--- config.mk ---
export PLATFORM = sky130hd
export DESIGN_NAME = apu_lfo_seq
export DESIGN_NICKNAME = d
export VERILOG_FILES = /design/src/rtl/apu_lfo_pkg.sv /design/src/rtl/apu_lfo_div.sv /design/src/rtl/apu_lfo_seq.sv
export SDC_FILE = /design/constraint.sdc
export NUM_CORES = 1
export LEC_CHECK = 0
export CAP_MARGIN = 30
export CORE_MARGIN = 2
export CORE_UTILIZATION = 50
export CTS_BUF_LIST = sky130_fd_sc_hd__clkbuf_16
export CTS_CLUSTER_DIAMETER = 100
export DETAILED_ROUTE_END_ITERATION = 6
export GPL_TIMING_DRIVEN = 1
export HOLD_SLACK_MARGIN = 0.1
export PLACE_DENSITY = 0.76
export SYNTH_ARGS = -nofsm -noshare
export SYNTH_HDL_FRONTEND = slang
export SYNTH_HIERARCHICAL = 1
export SYNTH_SLANG_ARGS = --single-unit
--- constraint.sdc ---
create_clock -name CLK -period 2.25 [get_ports CLK]
set_clock_uncertainty 0.1 [all_clocks]
set_input_delay 0.45 -clock CLK [delete_from_list [all_inputs] [get_ports CLK]]
set_output_delay 0.45 -clock CLK [all_outputs]
set_load 0.005 [all_outputs]
--- src/rtl/apu_lfo_pkg.sv ---
// Shared constants and step-event decode for the apu_lfo_seq frame sequencer.
package apu_lfo_pkg;

    localparam logic LFO_MODE4     = 1'b0;
    localparam logic LFO_MODE5     = 1'b1;
    localparam int   LFO_STEPS4    = 4;
    localparam int   LFO_STEPS5    = 5;
    localparam int   STEP_LEN_REAL = 3729;

    typedef struct packed {
        logic quarter;
        logic half;
        logic irq;
    } lfo_ev_t;

    // Events fired when the given step reaches its terminal tick.
    function automatic lfo_ev_t lfo_events(input logic mode, input logic [2:0] step);
        lfo_ev_t ev;
        ev = '0;
        if (mode == LFO_MODE4) begin
            case (step)
                3'd0, 3'd2: ev.quarter = 1'b1;
                3'd1: begin
                    ev.quarter = 1'b1;
                    ev.half    = 1'b1;
                end
                3'd3: begin
                    ev.quarter = 1'b1;
                    ev.half    = 1'b1;
                    ev.irq     = 1'b1;
                end
                default: ev = '0;
            endcase
        end else begin
            case (step)
                3'd0, 3'd2: ev.quarter = 1'b1;
                3'd1, 3'd4: begin
                    ev.quarter = 1'b1;
                    ev.half    = 1'b1;
                end
                default: ev = '0;
            endcase
        end
        return ev;
    endfunction

    function automatic logic [2:0] lfo_last_step(input logic mode);
        return (mode == LFO_MODE5) ? 3'(LFO_STEPS5 - 1) : 3'(LFO_STEPS4 - 1);
    endfunction

endpackage

--- src/rtl/apu_lfo_div.sv ---
// Intra-step ACLK divider: counts enabled ticks and flags the terminal one.
module apu_lfo_div #(
    parameter int CNT_W    = 12,
    parameter int STEP_LEN = 4
) (
    input  logic             clk,
    input  logic             srst,
    input  logic             en,
    input  logic             clr,
    output logic [CNT_W-1:0] cnt,
    output logic             term
);

    localparam logic [CNT_W-1:0] LAST = CNT_W'(STEP_LEN - 1);

    logic [CNT_W-1:0] cnt_reg;

    // A clear swallows a coincident tick, so no terminal pulse either.
    assign term = en && !clr && (cnt_reg == LAST);
    assign cnt  = cnt_reg;

    always_ff @(posedge clk) begin
        if (srst) begin
            cnt_reg <= '0;
        end else if (clr) begin
            cnt_reg <= '0;
        end else if (en) begin
            cnt_reg <= (cnt_reg == LAST) ? '0 : cnt_reg + 1'b1;
        end
    end

endmodule

--- src/rtl/apu_lfo_seq.sv ---
// Frame sequencer: quarter/half-frame strobes and frame IRQ.
// Define APU_LFO_OBS_EN to expose STEP_OBS / CNT_OBS observation ports.
module apu_lfo_seq
    import apu_lfo_pkg::*;
#(
    parameter int CNT_W    = 12,
    parameter int STEP_LEN = 4
) (
    input  logic             CLK,
    input  logic             RES,
    input  logic             ACLK_EN,
    input  logic             W4017,
    input  logic             DIN_MODE,
    input  logic             DIN_IRQDIS,
    input  logic             IRQ_ACK,
    output logic             nLFO1,
    output logic             nLFO2,
    output logic             INT
`ifdef APU_LFO_OBS_EN
    ,
    output logic [2:0]       STEP_OBS,
    output logic [CNT_W-1:0] CNT_OBS
`endif
);

    logic [CNT_W-1:0] cnt_val;
    logic             term;
    logic [2:0]       step_reg;
    logic             mode_reg;
    logic             irqdis_reg;
    logic             int_reg;
    logic             nlfo1_reg;
    logic             nlfo2_reg;
    lfo_ev_t          ev;
    logic             int_set;
    logic             int_clr;

    apu_lfo_div #(
        .CNT_W    (CNT_W),
        .STEP_LEN (STEP_LEN)
    ) u_div (
        .clk  (CLK),
        .srst (RES),
        .en   (ACLK_EN),
        .clr  (W4017),
        .cnt  (cnt_val),
        .term (term)
    );

    assign ev      = lfo_events(mode_reg, step_reg);
    assign int_set = term && ev.irq && !irqdis_reg;
    assign int_clr = IRQ_ACK || (W4017 && DIN_IRQDIS);

    always_ff @(posedge CLK) begin
        if (RES) begin
            step_reg   <= '0;
            mode_reg   <= LFO_MODE4;
            irqdis_reg <= 1'b0;
            int_reg    <= 1'b0;
            nlfo1_reg  <= 1'b1;
            nlfo2_reg  <= 1'b1;
        end else begin
            nlfo1_reg <= 1'b1;
            nlfo2_reg <= 1'b1;
            // Setting beats a same-cycle acknowledge.
            if (int_set) begin
                int_reg <= 1'b1;
            end else if (int_clr) begin
                int_reg <= 1'b0;
            end
            if (W4017) begin
                mode_reg   <= DIN_MODE;
                irqdis_reg <= DIN_IRQDIS;
                step_reg   <= '0;
                if (DIN_MODE == LFO_MODE5) begin
                    nlfo1_reg <= 1'b0;
                    nlfo2_reg <= 1'b0;
                end
            end else if (term) begin
                nlfo1_reg <= !ev.quarter;
                nlfo2_reg <= !ev.half;
                step_reg  <= (step_reg >= lfo_last_step(mode_reg)) ? 3'd0 : step_reg + 3'd1;
            end
        end
    end

    assign nLFO1 = nlfo1_reg;
    assign nLFO2 = nlfo2_reg;
    assign INT   = int_reg;

`ifdef APU_LFO_OBS_EN
    assign STEP_OBS = step_reg;
    assign CNT_OBS  = cnt_val;
`else
    logic cnt_unused;
    assign cnt_unused = ^cnt_val;
`endif

endmodule

==> results.rst, run 1 <==
.. list-table::
   :header-rows: 1

   * - Metric
     - Value
   * - Slowest cell delay on critical path
     - between 400 and 500 ps
   * - Worst-case headroom to the max-slew limit
     - 0.759
   * - Pre-Repair DR Iteration Count
     - 4
   * - Minimum hold slack
     - 378 ps
   * - Post-synthesis to final-layout area growth
     - 26.0%
   * - CP startpoint kind
     - input pin
   * - Family of cells with the greatest summed delay on the critical path
     - buffers and inverters
   * - Number of enable-type register cells in the synthesized netlist
     - 0
   * - Wire length of the first global-routing pass
     - approximately 3900 um
   * - Number of distinct standard cells referenced by the synthesized netlist
     - 36
   * - Number of flip-flops under the largest register name
     - 12
   * - Outcome
     - finished clean
   * - Layout Nets
     - 156
   * - Overall fraction of global-route tracks in use
     - 0.197
   * - Area occupied by multi-input gates
     - 679 um^2
   * - Buffers on Ports
     - 9
   * - Leakage power summed over all cells
     - between 0.5 and 0.6 nW
   * - Final GP Congestion
     - about 0.85
   * - I/O pin cnt
     - 10
   * - Origin of the worst setup path
     - ACLK_EN
   * - Maximum clock rate
     - between 0.4 and 0.5 GHz
   * - Area of the placeable core
     - 0.00200 mm^2
   * - Power density relative to cell area
     - around 560 mW/mm^2
   * - Vias in the first global route
     - 940
   * - Area share of the largest cell type after synthesis
     - 0.369
   * - Launching point of the worst reg2reg path
     - u_div/cnt[1]$_SDFFE_PP0P_
   * - Antenna diode count
     - 0
   * - DP HPWL
     - 1670 um
   * - Via count of the routed design
     - roughly 960
   * - Largest net degree at the start of global routing
     - 11
   * - Pins over their slew limit
     - 0
   * - Most used DFF post-synth
     - dfxtp_1
   * - Cts-stage hold buffer count
     - 0
   * - Register-to-register path setup slack
     - around 140 ps
   * - CTS tree
     - yes
   * - Synthesized instance count
     - 120
   * - Max VDD drop
     - ~570 uV
   * - Flops & latches, synth
     - 20
   * - Transition time at the pin with the least slew margin
     - roughly 360 ps
   * - Starting utilization of the core area
     - 0.543
   * - Fraction of layout instances using a drive strength above 1
     - 0.167
   * - Die W
     - ~51 um
   * - Number of design-rule violations left by the first detailed-router iteration
     - 23
   * - Average footprint of a synthesized cell
     - a little over 9 um^2
   * - Standard cell with the maximum stage delay on the critical path
     - clkdlybuf4s50_1
   * - Crit. End Element
     - flop
   * - Buffer type at the clock tree root
     - clkbuf_16
   * - Clock tree buffer depth
     - 2
   * - Count of endpoints failing setup in the final report
     - 0
   * - Final Hold Violating Endpoints
     - 0
   * - Final period util
     - 0.967
   * - Critical path type
     - in -> reg
   * - Tmin final
     - 2170 ps
   * - Total overflow reported by the global router
     - 0
   * - Ranking of synthesized cells by area
     - dfxtp_1 (37%), ha_1 (10%), nand4_1 (3.5%)
   * - Worst min path class
     - reg -> reg
   * - Die ar.
     - around 0.0026 mm^2
   * - Count of synthesis-stage warnings from yosys
     - 6
   * - Post-synthesis instance area
     - 0.00109 mm^2
   * - Fill cell total of the finished layout
     - 157
   * - Crit-path max FO
     - 6
   * - Per-cell via count in the routed design
     - about 5.8
   * - CP arrival
     - roughly 2200 ps
   * - Total Negative Setup Slacks
     - 0 ps
   * - Async set-or-reset flop fraction in the synthesized netlist
     - 0
   * - Required time of the worst setup path
     - approximately 2300 ps
   * - Most frequent standard cell in the layout excluding fill and tap cells
     - dfxtp_1
   * - Final Routed Wirelength
     - between 2000 and 2500 um
   * - Number of antenna violations at the first check in global routing
     - 0
   * - Clock latency of the later-clocked register in the worst-skew pair
     - approximately 250 ps
   * - Cell taking the most area after synthesis
     - dfxtp_1
   * - Number of buffers created by CTS
     - 3
   * - Syn Nets
     - between 100 and 150
   * - Fraction of the yosys area taken by sequential cells
     - 0.369
   * - Buffers plus inverters on the worst setup path
     - 2
   * - Seq. cell area
     - between 400 and 500 um^2
   * - Antenna viol nets, final
     - 0
   * - Total DRC errors in the routed layout
     - 0
   * - Worst hold path startpoint
     - irqdis_reg$_SDFFE_PP0P_
   * - Cells along the critical path
     - clkdlybuf4s50_1 > nand2_1 > or2_4 > nor4_4 > buf_4 > o2111ai_4 > o41ai_2
   * - Total of max-cap violations
     - 0
   * - Number of sinks driven by the clock tree
     - 20
   * - Overall die height
     - between 50 and 60 um
   * - Routed WL per cell
     - roughly 14 um
   * - Clock-pin slew reported for the worst setup and hold paths after clock tree synthesis
     - about 50 ps
   * - Standard-cell rows
     - 16
   * - H-tree Lvls
     - 1
path summary, 6_finish.rpt:
| check | to | cells after the start |
|---|---|---|
| setup / recovery | step_reg[0]$_SDFFE_PP0P_ | 7 |
| hold / removal | irqdis_reg$_SDFFE_PP0P_ | 2 |
| setup reg to reg | step_reg[0]$_SDFFE_PP0P_ | 7 |
| hold reg to reg | irqdis_reg$_SDFFE_PP0P_ | 2 |
power by group:
group	internal (mW)	switching (mW)	total, mW
logic	0.0248	0.0243	0.0491
registers	0.359	0.00375	0.363
clock network	0.234	0.114	0.348
metrics by stage:
stage | total power [mW] | instance area, um^2 | util | std cells | setup slack (ps)
after global routing | 0.791 | 1370 | 0.684 | 165 | -0.110
after floorplan | 0.395 | 1090 | - | 120 | 118
after global placement | 0.415 | 1240 | 0.621 | 161 | -142
after detailed placement | 0.416 | 1240 | 0.621 | 161 | -214
final | 0.760 | 1370 | 0.684 | 165 | 75.1
after CTS | 0.762 | 1320 | 0.658 | 164 | 32.1
routing by layer:
metal	share of wire	vias up	track usage
li1	-	477	-
met1	0.46	454	0.244
met2	0.49	21	0.331
met3	0.034	4	0.0446
met4	0.015	0	0.0766
met5	0	-	0
cell usage after synthesis (3+ instances only):
| library cell | number |
|---|---|
| or3_1 | 4 |
| ha_1 | 9 |
| o21ai_0 | 4 |
| nand3b_1 | 3 |
| xor2_1 | 3 |
| inv_1 | 6 |
| nand2_1 | 9 |
| nor2_1 | 9 |
| nand3_1 | 4 |
| dfxtp_1 | 20 |
| or4_1 | 3 |
| nand2b_1 | 4 |
| buf_6 | 3 |
| a21oi_1 | 7 |
| nand4_1 | 6 |
worst register-to-register path: cells and delay by family, from the launching register on:
kind / cells / cell delay [ps]
simple gates: 3 / 600
compound gates: 2 / 490
flops: 1 / 420
fa+ha+maj: 1 / 210
buf+inv: 1 / 200
layout make-up:
type	instances	area share
Multi-Input combinational cell	91	0.496
Sequential cell	20	0.293
Timing Repair Buffer	18	0.115
Clock buffer	3	0.0548
Tap cell	27	0.0247
Inverter	6	0.0165
timing repair:
item	4_1_cts	5_1_grt
gates resized for setup	0	6
endpoints found under the setup margin	0	5
setup buffers	0	1
kinds of logic (layout without fill, tap and decap cells):
logic type                 Yosys count  after routing  synth area share
and+or+nand+nor                     52             52             0.271
DFF                                 20             20             0.369
AOI/OAI and AO/OA                   25             25             0.164
xor gates and xnor gates             4              4            0.0323
muxes                                1              1           0.00922
adders and majority gates            9              9             0.104
buffers and inverters                9             27            0.0518
No activity file was read; power rests on OpenSTA's default activity.
==> run 2, diff against run 1 <==
--- a/config.mk
+++ b/config.mk
@@ -14,6 +14,7 @@
 export GPL_TIMING_DRIVEN = 1
 export HOLD_SLACK_MARGIN = 0.1
 export PLACE_DENSITY = 0.76
+export SLEW_MARGIN = 20
 export SYNTH_ARGS = -nofsm -noshare
 export SYNTH_HDL_FRONTEND = slang
 export SYNTH_HIERARCHICAL = 1
==> results of run 2 <==
The final DEF is identical to that of run 1; final timing and power are the same.
